<file path="src/rtl/serial_subtractor_pkg.sv">
// Shared arithmetic types for the serial subtractor family.
// Provides the control FSM state encoding and the counter-width helper.
package arith_pkg;

    typedef enum logic [1:0] {
        IDLE  = 2'd0,
        SHIFT = 2'd1,
        DONE  = 2'd2
    } state_t;

    // Bit counter must hold 0..WIDTH-1; sized for 0..WIDTH
    function automatic int cnt_width(int w);
        return $clog2(w + 1);
    endfunction

    localparam int DEFAULT_WIDTH = 8;

endpackage

</file>
<file path="src/rtl/serial_subtractor_if.sv">
// Start/busy/done handshake and operand/result bus of the serial subtractor.
// master: controller drives start/a/b/bin; slave: subtractor drives results.
interface serial_subtractor_if #(
    parameter int WIDTH = 8
);
    logic             start;
    logic [WIDTH-1:0] a;
    logic [WIDTH-1:0] b;
    logic             bin;
    logic             busy;
    logic             done;
    logic [WIDTH-1:0] diff;
    logic             bout;
    logic             ovf;

    modport master (
        output start, a, b, bin,
        input  busy, done, diff, bout, ovf
    );

    modport slave (
        input  start, a, b, bin,
        output busy, done, diff, bout, ovf
    );
endinterface

</file>
<file path="src/rtl/full_subtractor_cell.sv">
// 1-bit full subtractor: d = a - b - bi, bo = borrow out.
// Ports: a, b, bi in; d, bo out. Purely combinational.
module full_subtractor_cell (
    input  logic a,
    input  logic b,
    input  logic bi,
    output logic d,
    output logic bo
);
    assign d  = a ^ b ^ bi;
    assign bo = (~a & b) | (~a & bi) | (b & bi);
endmodule

</file>
<file path="src/rtl/serial_subtractor.sv">
// Bit-serial WIDTH-bit subtractor, LSB first, one bit per clock.
// Ports: clk, rst_n (sync, active low), bus (slave: start/a/b/bin in, busy/done/diff/bout/ovf out).
module serial_subtractor
    import arith_pkg::*;
#(
    parameter int WIDTH = 8
) (
    input  logic               clk,
    input  logic               rst_n,
    serial_subtractor_if.slave bus
);
    localparam int CW = cnt_width(WIDTH);

    state_t           state_q;
    state_t           state_d;
    logic [WIDTH-1:0] a_sr;
    logic [WIDTH-1:0] b_sr;
    logic [WIDTH-1:0] r_sr;
    logic [WIDTH-1:0] r_nxt;
    logic [WIDTH-1:0] diff_q;
    logic [CW-1:0]    cnt;
    logic             brw;
    logic             bout_q;
    logic             ovf_q;
    logic             d;
    logic             bo;
    logic             last;
    logic             accept;
    logic             busy;
    logic             done;

    full_subtractor_cell u_cell (
        .a  (a_sr[0]),
        .b  (b_sr[0]),
        .bi (brw),
        .d  (d),
        .bo (bo)
    );

    assign last   = (cnt == CW'(WIDTH - 1));
    assign accept = bus.start && (state_q == IDLE || state_q == DONE);

    // Difference bits enter at the MSB so the LSB lands at bit 0 after WIDTH shifts
    generate
        if (WIDTH == 1) begin : g_w1
            assign r_nxt = d;
        end else begin : g_wn
            assign r_nxt = {d, r_sr[WIDTH-1:1]};
        end
    endgenerate

    always_ff @(posedge clk) begin
        if (!rst_n) state_q <= IDLE;
        else        state_q <= state_d;
    end

    always_comb begin
        state_d = state_q;
        unique case (state_q)
            IDLE:    state_d = bus.start ? SHIFT : IDLE;
            SHIFT:   state_d = last ? DONE : SHIFT;
            DONE:    state_d = bus.start ? SHIFT : IDLE;
            default: state_d = IDLE;
        endcase
    end

    always_comb begin
        busy = 1'b0;
        done = 1'b0;
        unique case (state_q)
            SHIFT:   busy = 1'b1;
            DONE:    done = 1'b1;
            default: ;
        endcase
    end

    always_ff @(posedge clk) begin
        if (!rst_n) begin
            a_sr   <= '0;
            b_sr   <= '0;
            r_sr   <= '0;
            brw    <= 1'b0;
            cnt    <= '0;
            diff_q <= '0;
            bout_q <= 1'b0;
            ovf_q  <= 1'b0;
        end else if (accept) begin
            a_sr <= bus.a;
            b_sr <= bus.b;
            r_sr <= '0;
            brw  <= bus.bin;
            cnt  <= '0;
        end else if (state_q == SHIFT) begin
            a_sr <= a_sr >> 1;
            b_sr <= b_sr >> 1;
            r_sr <= r_nxt;
            brw  <= bo;
            cnt  <= cnt + CW'(1);
            if (last) begin
                diff_q <= r_nxt;
                bout_q <= bo;
                // brw still holds the borrow into the MSB here
                ovf_q  <= brw ^ bo;
            end
        end
    end

    assign bus.busy = busy;
    assign bus.done = done;
    assign bus.diff = diff_q;
    assign bus.bout = bout_q;
    assign bus.ovf  = ovf_q;

endmodule

</file>
<file path="src/flat_wrapper.sv">
// flat-port wrapper written by rule: the top's interface ports become plain ports
module serial_subtractor_flat import arith_pkg::*;
#(
    parameter int WIDTH = 8
)
  (clk, rst_n, bus_start, bus_a, bus_b, bus_bin, bus_busy, bus_done, bus_diff, bus_bout, bus_ovf);
  serial_subtractor_if #(.WIDTH(WIDTH)) bus_i ();
  input  logic clk;
  input  logic rst_n;
  input wire logic [$bits(bus_i.start)-1:0] bus_start;
  input wire logic [$bits(bus_i.a)-1:0] bus_a;
  input wire logic [$bits(bus_i.b)-1:0] bus_b;
  input wire logic [$bits(bus_i.bin)-1:0] bus_bin;
  output wire logic [$bits(bus_i.busy)-1:0] bus_busy;
  output wire logic [$bits(bus_i.done)-1:0] bus_done;
  output wire logic [$bits(bus_i.diff)-1:0] bus_diff;
  output wire logic [$bits(bus_i.bout)-1:0] bus_bout;
  output wire logic [$bits(bus_i.ovf)-1:0] bus_ovf;
  assign bus_i.start = bus_start;
  assign bus_i.a = bus_a;
  assign bus_i.b = bus_b;
  assign bus_i.bin = bus_bin;
  assign bus_busy = bus_i.busy;
  assign bus_done = bus_i.done;
  assign bus_diff = bus_i.diff;
  assign bus_bout = bus_i.bout;
  assign bus_ovf = bus_i.ovf;
  serial_subtractor #(.WIDTH(WIDTH)) u_core (.clk(clk), .rst_n(rst_n), .bus(bus_i));
endmodule
</file>
<file path="config.mk">
export PLATFORM = sky130hd
export DESIGN_NAME = serial_subtractor_flat
export DESIGN_NICKNAME = d
export VERILOG_FILES = /design/src/rtl/serial_subtractor_pkg.sv /design/src/rtl/serial_subtractor_if.sv /design/src/rtl/full_subtractor_cell.sv /design/src/rtl/serial_subtractor.sv /design/src/flat_wrapper.sv
export SDC_FILE = /design/constraint.sdc
export NUM_CORES = 1
export LEC_CHECK = 0
export ABC_CLOCK_PERIOD_IN_PS = 1300
export BUFFER_PORTS_ARGS = -buffer_cell sky130_fd_sc_hd__buf_4
export CORE_ASPECT_RATIO = 1.25
export CORE_MARGIN = 5
export CORE_UTILIZATION = 48
export DETAILED_ROUTE_END_ITERATION = 10
export PLACE_DENSITY = 0.74
export SYNTH_ARGS = -nofsm -noshare
export SYNTH_HDL_FRONTEND = slang
export SYNTH_HIERARCHICAL = 1
export SYNTH_SLANG_ARGS = --single-unit
</file>
<file path="constraint.sdc">
create_clock -name clk -period 1.3 [get_ports clk]
set_input_delay 0.065 -clock clk [delete_from_list [all_inputs] [get_ports clk]]
set_output_delay 0.065 -clock clk [all_outputs]
set_load 0.01 [all_outputs]
</file>
; Word level (Yosys, flattened, before mapping)
; Cells that the tools add are included.
[word_totals]
elab_cells = 42
output_inout_bits = 12
inputBits = 20
reg_bits = 41
[op_classes]
reduce_logical = 7
addsub = 1
n_eq_ne = 3
n_bitwise = 11
n_mux = 11
[ops]
columns = op, count
row1 = two-way mux 8 bit, 4
row2 = two-way mux 1 bit, 5
row3 = "adder 4 x 1 -> 4 bit, second input constant", 1
row4 = "equality test 4 x 3 -> 1 bit, second input constant", 1
row5 = one-hot mux 2 bit (2 select lines), 1
row6 = OR reduction 2 bit, 2
row7 = bitwise AND 1 bit, 3
row8 = NOT 1 bit, 3
row9 = AND reduction 3 bit, 1
row10 = bitwise XOR 1 bit, 3
row11 = "equality test 2 x 1 -> 1 bit, second input constant", 1
row12 = "equality test 2 bit, second input constant", 1
row13 = zero test 2 bit, 1
row14 = two-way mux 2 bit, 1
row15 = OR 1 bit, 2
row16 = nonzero test 2 bit, 1
row17 = logical AND 1 bit, 1
row18 = logical OR 1 bit, 1

; Longest topological paths before layout
[depth]
word_depth = 6
mapped_depth = 5
ltp_nobuf = 5

; Modules after synthesis
; Netlist, hierarchy kept.
[modules_own_cells]
columns = module, cells_per_inst, area_per_inst_um2, instances, seq_area_each_um2
row1 = serial_subtractor, 185, 1601.5, 1, 800.8
row2 = full_subtractor_cell, 3, 27.5, 1, 0.0

; Least setup slack after synthesis
; Ideal clock, no wire load.
[synth_timing]
path_kind = register -> register
from = reg u_core.cnt[0]
to = reg u_core.ovf_q (netlist: u_core/bus.ovf)
required_time_ns = 1.184
n_path_buf = 1
arrival_ns = 1.219
stages_incl_launch_ff = 6
synth_period_minus_slack_ns = 1.335
slack_ns = -0.035
setup_ns = 0.116
path_cell_list = dfxtp_1 ha_1 and3b_1 and2_1 buf_4 o211a_1
[synth_via]
elab_chain_cells = 2
[synth_lines]
columns = element, line
row1 = from (decl), serial_subtractor.sv:21  ; logic [CW-1:0] cnt;
row2 = from (signal assigned), serial_subtractor.sv:98  ; cnt <= cnt + CW'(1);
row3 = equality test 4 x 3 -> 1 bit, serial_subtractor.sv:40  ; assign last = (cnt == CW'(WIDTH - 1));
row4 = AND reduction 3 bit (no source line), --
row5 = to (signal assigned), serial_subtractor.sv:103  ; ovf_q <= brw ^ bo;
row6 = to (decl), serial_subtractor.sv:24  ; logic ovf_q;
; Every way passes these cells.
; A chain may end at the register's enable or synchronous reset.

; Worst setup path in the final report
[layout_timing]
from = reg u_core.a_sr[0]
to = reg u_core.ovf_q (netlist: u_core/bus.ovf)
[layout_via]
elab_chain_cells = 5
elab_cells_between_ends = 6
cone_classes = 6 x bitwise
[layout_lines]
columns = element, line
row1 = from (decl), serial_subtractor.sv:16  ; logic [WIDTH-1:0] a_sr;
row2 = from (signal assigned), serial_subtractor.sv:88  ; a_sr <= bus.a;
row3 = from (signal assigned), serial_subtractor.sv:94  ; a_sr <= a_sr >> 1;
row4 = NOT 1 bit (*), full_subtractor_cell.sv:11  ; assign bo = (~a & b) | (~a & bi) | (b & bi);
row5 = bitwise AND 1 bit, full_subtractor_cell.sv:11
row6 = OR 1 bit (*) (2 in a row), full_subtractor_cell.sv:11
row7 = via u_core.bo, serial_subtractor.sv:26  ; logic bo;
row8 = bitwise XOR 1 bit (*), serial_subtractor.sv:103
; The timed path passes the listed nets; every way through them passes the cells marked *.

==> parameters.txt <==
Parameter                              Value

Worst setup path
  Required time at the worst-slack endpoint ... 1.48 ns
  Worst path cell trace ... inv_1 -> fa_2 -> xnor2_2 -> nand3_1 -> o211a_1
  Type of the worst setup path ... flop to flop
  Max incr delay on CP ... around 0.40 ns
  CP delay by family, top ... adder cells
  Buffer and inverter count on the worst path ... 1
  Arrival time of the worst setup path ... roughly 1.5 ns
  CP max-delay cell ... fa_2
  Worst setup EP type ... flop
  Critical path fanouts, max ... 3
  Reg-to-reg slack, setup ... approximately 0.030 ns
  Worst Setup Start Kind ... flop

Synth
  Synthesized instance count ... between 150 and 200
  Average cell area after synthesis ... 8.67 µm²
  Synthesized area ... 1630 µm²
  Number of flip-flops and latches in the synthesized netlist ... 40
  Synth warn ... 6
  Sequential share of the synthesized area ... 0.492
  Synthesized net count ... between 200 and 250
  Count of distinct cell types in the synthesized netlist ... 32

Clocking
  CTS tree ... done
  Clock-pin slew reported for the worst setup and hold paths after clock tree synthesis ... 0.08 ns
  Clock insertion delay at the later pin of the skew report ... a little under 0.3 ns
  Hold Buf Count CTS ... 0
  Clock sink total ... 40
  Root buffer cell ... clkbuf_8
  Clock tree buffer depth ... 2
  Inserted Clock Buffers ... 5
  Level count of the clock H-tree ... 2

Pwr
  Net Sw Frac ... 0.240
  Internal portion of total power ... between 1500 and 2000 µW
  Part of the power in registers ... 0.501
  Portion of total power attributed to combinational logic ... 0.119
  Power spent charging and discharging nets ... about 630 µW
  IR Drop Worst-Case VDD ... approximately 0.89 mV
  Clock share of power ... 0.380
  Static Leak ... between 0.0008 and 0.0009 µW
  PD cells ... about 1300 nW/µm²

Job
  Number of violations of the max-capacitance limit ... 0

Timing
  Worst slew margin relative to its limit ... 0.771
  Period minus WS final ... between 1 and 1.5 ns
  Number of max-slew violations in the final report ... 0
  Transition time of the tightest slew-check pin ... approximately 0.34 ns
  Setup-violating endpoint count in the final report ... 0
  Setup repair after global routing missed its margin ... true
  Top achievable clock speed ... 787 MHz
  Count of endpoints failing hold in the final timing report ... 0
  Period utilization ... 0.977
  Max Clock Skew ... between 0.008 and 0.009 ns

Die
  Full die area ... roughly 4700 µm²
  Area of the core ... between 3000 and 4000 µm²
  Count of boundary I/O pins ... 32
  Starting utilization of the core area ... 0.501
  Horizontal extent of the die ... just over 60 µm
  Count of standard-cell rows ... 23
  Chip Height ... 75.1 µm

Drt
  Number of DRC violations after detailed-routing iteration 0 ... 44
  Routed vias ... around 1400
  Remaining routing DRC violations ... 0
  Met1 Routed Length ... between 1 and 1.5 mm
  Metal2 WL ... around 1.8 mm
  Count of TritonRoute iterations in the first routing pass ... 4
  Highest routed metal layer ... met4
  Routed WL per cell ... ~13 µm
  Wire length after detailed routing ... about 3.4 mm
  Per-cell via count in the routed design ... 5.33
  Number of routed nets with antenna violations ... 0
  Routed met3 length ... roughly 170 µm

GRT
  Via count of the first global-routing pass ... 1433
  Initial antenna violation count ... 0
  Largest net degree at the start of global routing ... 40
  Total Routing Usage GR ... 0.158
  First-pass GRT wire length ... 6.02 mm
  Global route total overflow ... 0

Cells and area
  Summed area of non-filler cells in the final layout ... between 2000 and 2500 µm²
  Area added between synthesis and finish ... 26.8%
  Number of antenna repair diodes ... 0
  Highest-count cells in the layout ignoring fill and taps ... 47 x nand2_1, 39 x buf_4, 37 x dfxtp_1
  Count of fill cells added during filler insertion ... 290
  Total number of nets in the final design ... between 200 and 250
  Ratio of cells with drive above 1 in the final layout ... 0.260
  Post-Layout Cell Count ... 260
  Most common cell after layout, fill and taps aside ... nand2_1

Min path
  Worst Hold Class ... input port to flop

Placement
  Inst Count DP ... 252
  Area after DPL ... about 1900 µm²
  Final weighted congestion in routability-driven placement ... approximately 0.73
  Port Buffers ... 31
  Placed wire-length estimate after detailed placement ... 2.44 mm

Status
  Status ... finished clean
-- power groups by stage --
stage	clock, µW	sequential [µW]	combinational, µW
floorplan	0	1330	200
global placement	0	1340	287
detailed placement	0	1340	296
CTS	1030	1320	309
global route	1090	1320	348
finish	999	1320	313
-- synthesized netlist by cell type --
master | number | area, µm²
a21boi_0 | 4 | 30.0
a21oi_1 | 10 | 50.1
a22oi_1 | 3 | 22.5
a31oi_1 | 4 | 25.0
and2_1 | 2 | 12.5
and2b_1 | 1 | 7.51
and3_1 | 1 | 6.26
and3b_1 | 1 | 8.76
buf_2 | 10 | 50.1
buf_4 | 1 | 7.51
buf_6 | 1 | 11.3
clkbuf_1 | 2 | 7.51
dfxtp_1 | 40 | 801
fa_1 | 1 | 20.0
ha_1 | 1 | 12.5
inv_1 | 2 | 7.51
inv_2 | 1 | 3.75
mux2i_1 | 9 | 90.1
nand2_1 | 47 | 176
nand2b_1 | 1 | 6.26
nand2b_2 | 1 | 8.76
nand3_1 | 6 | 30.0
nand3b_1 | 1 | 7.51
nor2_1 | 10 | 37.5
nor2b_1 | 1 | 6.26
nor3_1 | 8 | 40.0
o211a_1 | 1 | 10.0
o21ai_0 | 6 | 30.0
o221ai_1 | 8 | 70.1
or3_1 | 1 | 6.26
xnor2_1 | 2 | 17.5
xor2_1 | 1 | 8.76
-- cell families (layout without fill, tap and decap cells) --
| group | Yosys count | after routing | share of synthesized area |
|---|---|---|---|
| buffers and inverters | 17 | 52 | 0.0538 |
| muxes | 9 | 9 | 0.0553 |
| xor gates and xnor gates | 3 | 3 | 0.0161 |
| adders and majority gates | 2 | 2 | 0.0200 |
| DFF | 40 | 40 | 0.492 |
| and+or+nand+nor | 81 | 81 | 0.217 |
| AOI/OAI and AO/OA | 36 | 36 | 0.146 |
-- routing by layer --
metal | vias to the layer above | GRT usage
met4 | 0 | 0.0916
met5 | - | 0
met1 | 648 | 0.165
met3 | 5 | 0.0373
met2 | 28 | 0.291
li1 | 706 | -
-- worst register-to-register path, stage by stage (launching register included) --
cell and delay (ns):
dfxtp_1 0.33, inv_1 0.06, fa_2 0.40, xnor2_2 0.15, nand3_1 0.09, o211a_1 0.13
-- area by class of cell --
type                            instances  area [µm²]  area share
Clock inverter                          3        42.5      0.0206
Clock buffer                            5        68.8      0.0333
Tap cell                               37        46.3      0.0224
Sequential cell                        40         805       0.389
Inverter                                3        11.3     0.00545
Timing Repair Buffer                   41         333       0.161
Multi-Input combinational cell        131         759       0.368
-- flip-flops by register name, indices dropped and copies added, names as in the netlist --
signal	cells
u_core/cnt	4
u_core/bus.diff	8
u_core/r_sr	7
u_core/b_sr	8
u_core/state_q	2
u_core/brw	1
u_core/a_sr	8
u_core/bus.bout	1
u_core/bus.ovf	1
-- path summary, 6_finish.rpt --
check,start,endpoint,cells past startpoint
worst max-delay path,u_core/a_sr[0],u_core/bus.ovf,5
worst min register to register,u_core/r_sr[1],u_core/bus.diff[0],2
worst max register to register,u_core/a_sr[0],u_core/bus.ovf,5
worst min-delay path,bus_b[7],u_core/b_sr[7],3
-- what timing repair did --
action	in CTS	in global routing
resized for setup	7	5
pin swaps	1	1
buffers inserted	0	0
setup endpoints to repair	10	12
-- metrics by stage --
step	worst slack [ns]	power (µW)	TNS, ns	hold slack [ns]	utilization
after CTS	0.0146	2650	0	0.00894	0.631
final	0.0296	2630	0	0.0169	0.635
after detailed placement	-0.0723	1640	-0.152	0.326	0.590
after floorplan	0.00650	1530	0	0.197	-
after global routing	-0.0330	2760	-0.0444	0.0325	0.635
after global placement	-0.0210	1630	-0.0210	0.315	0.590
No activity file was read; power rests on OpenSTA's default activity.
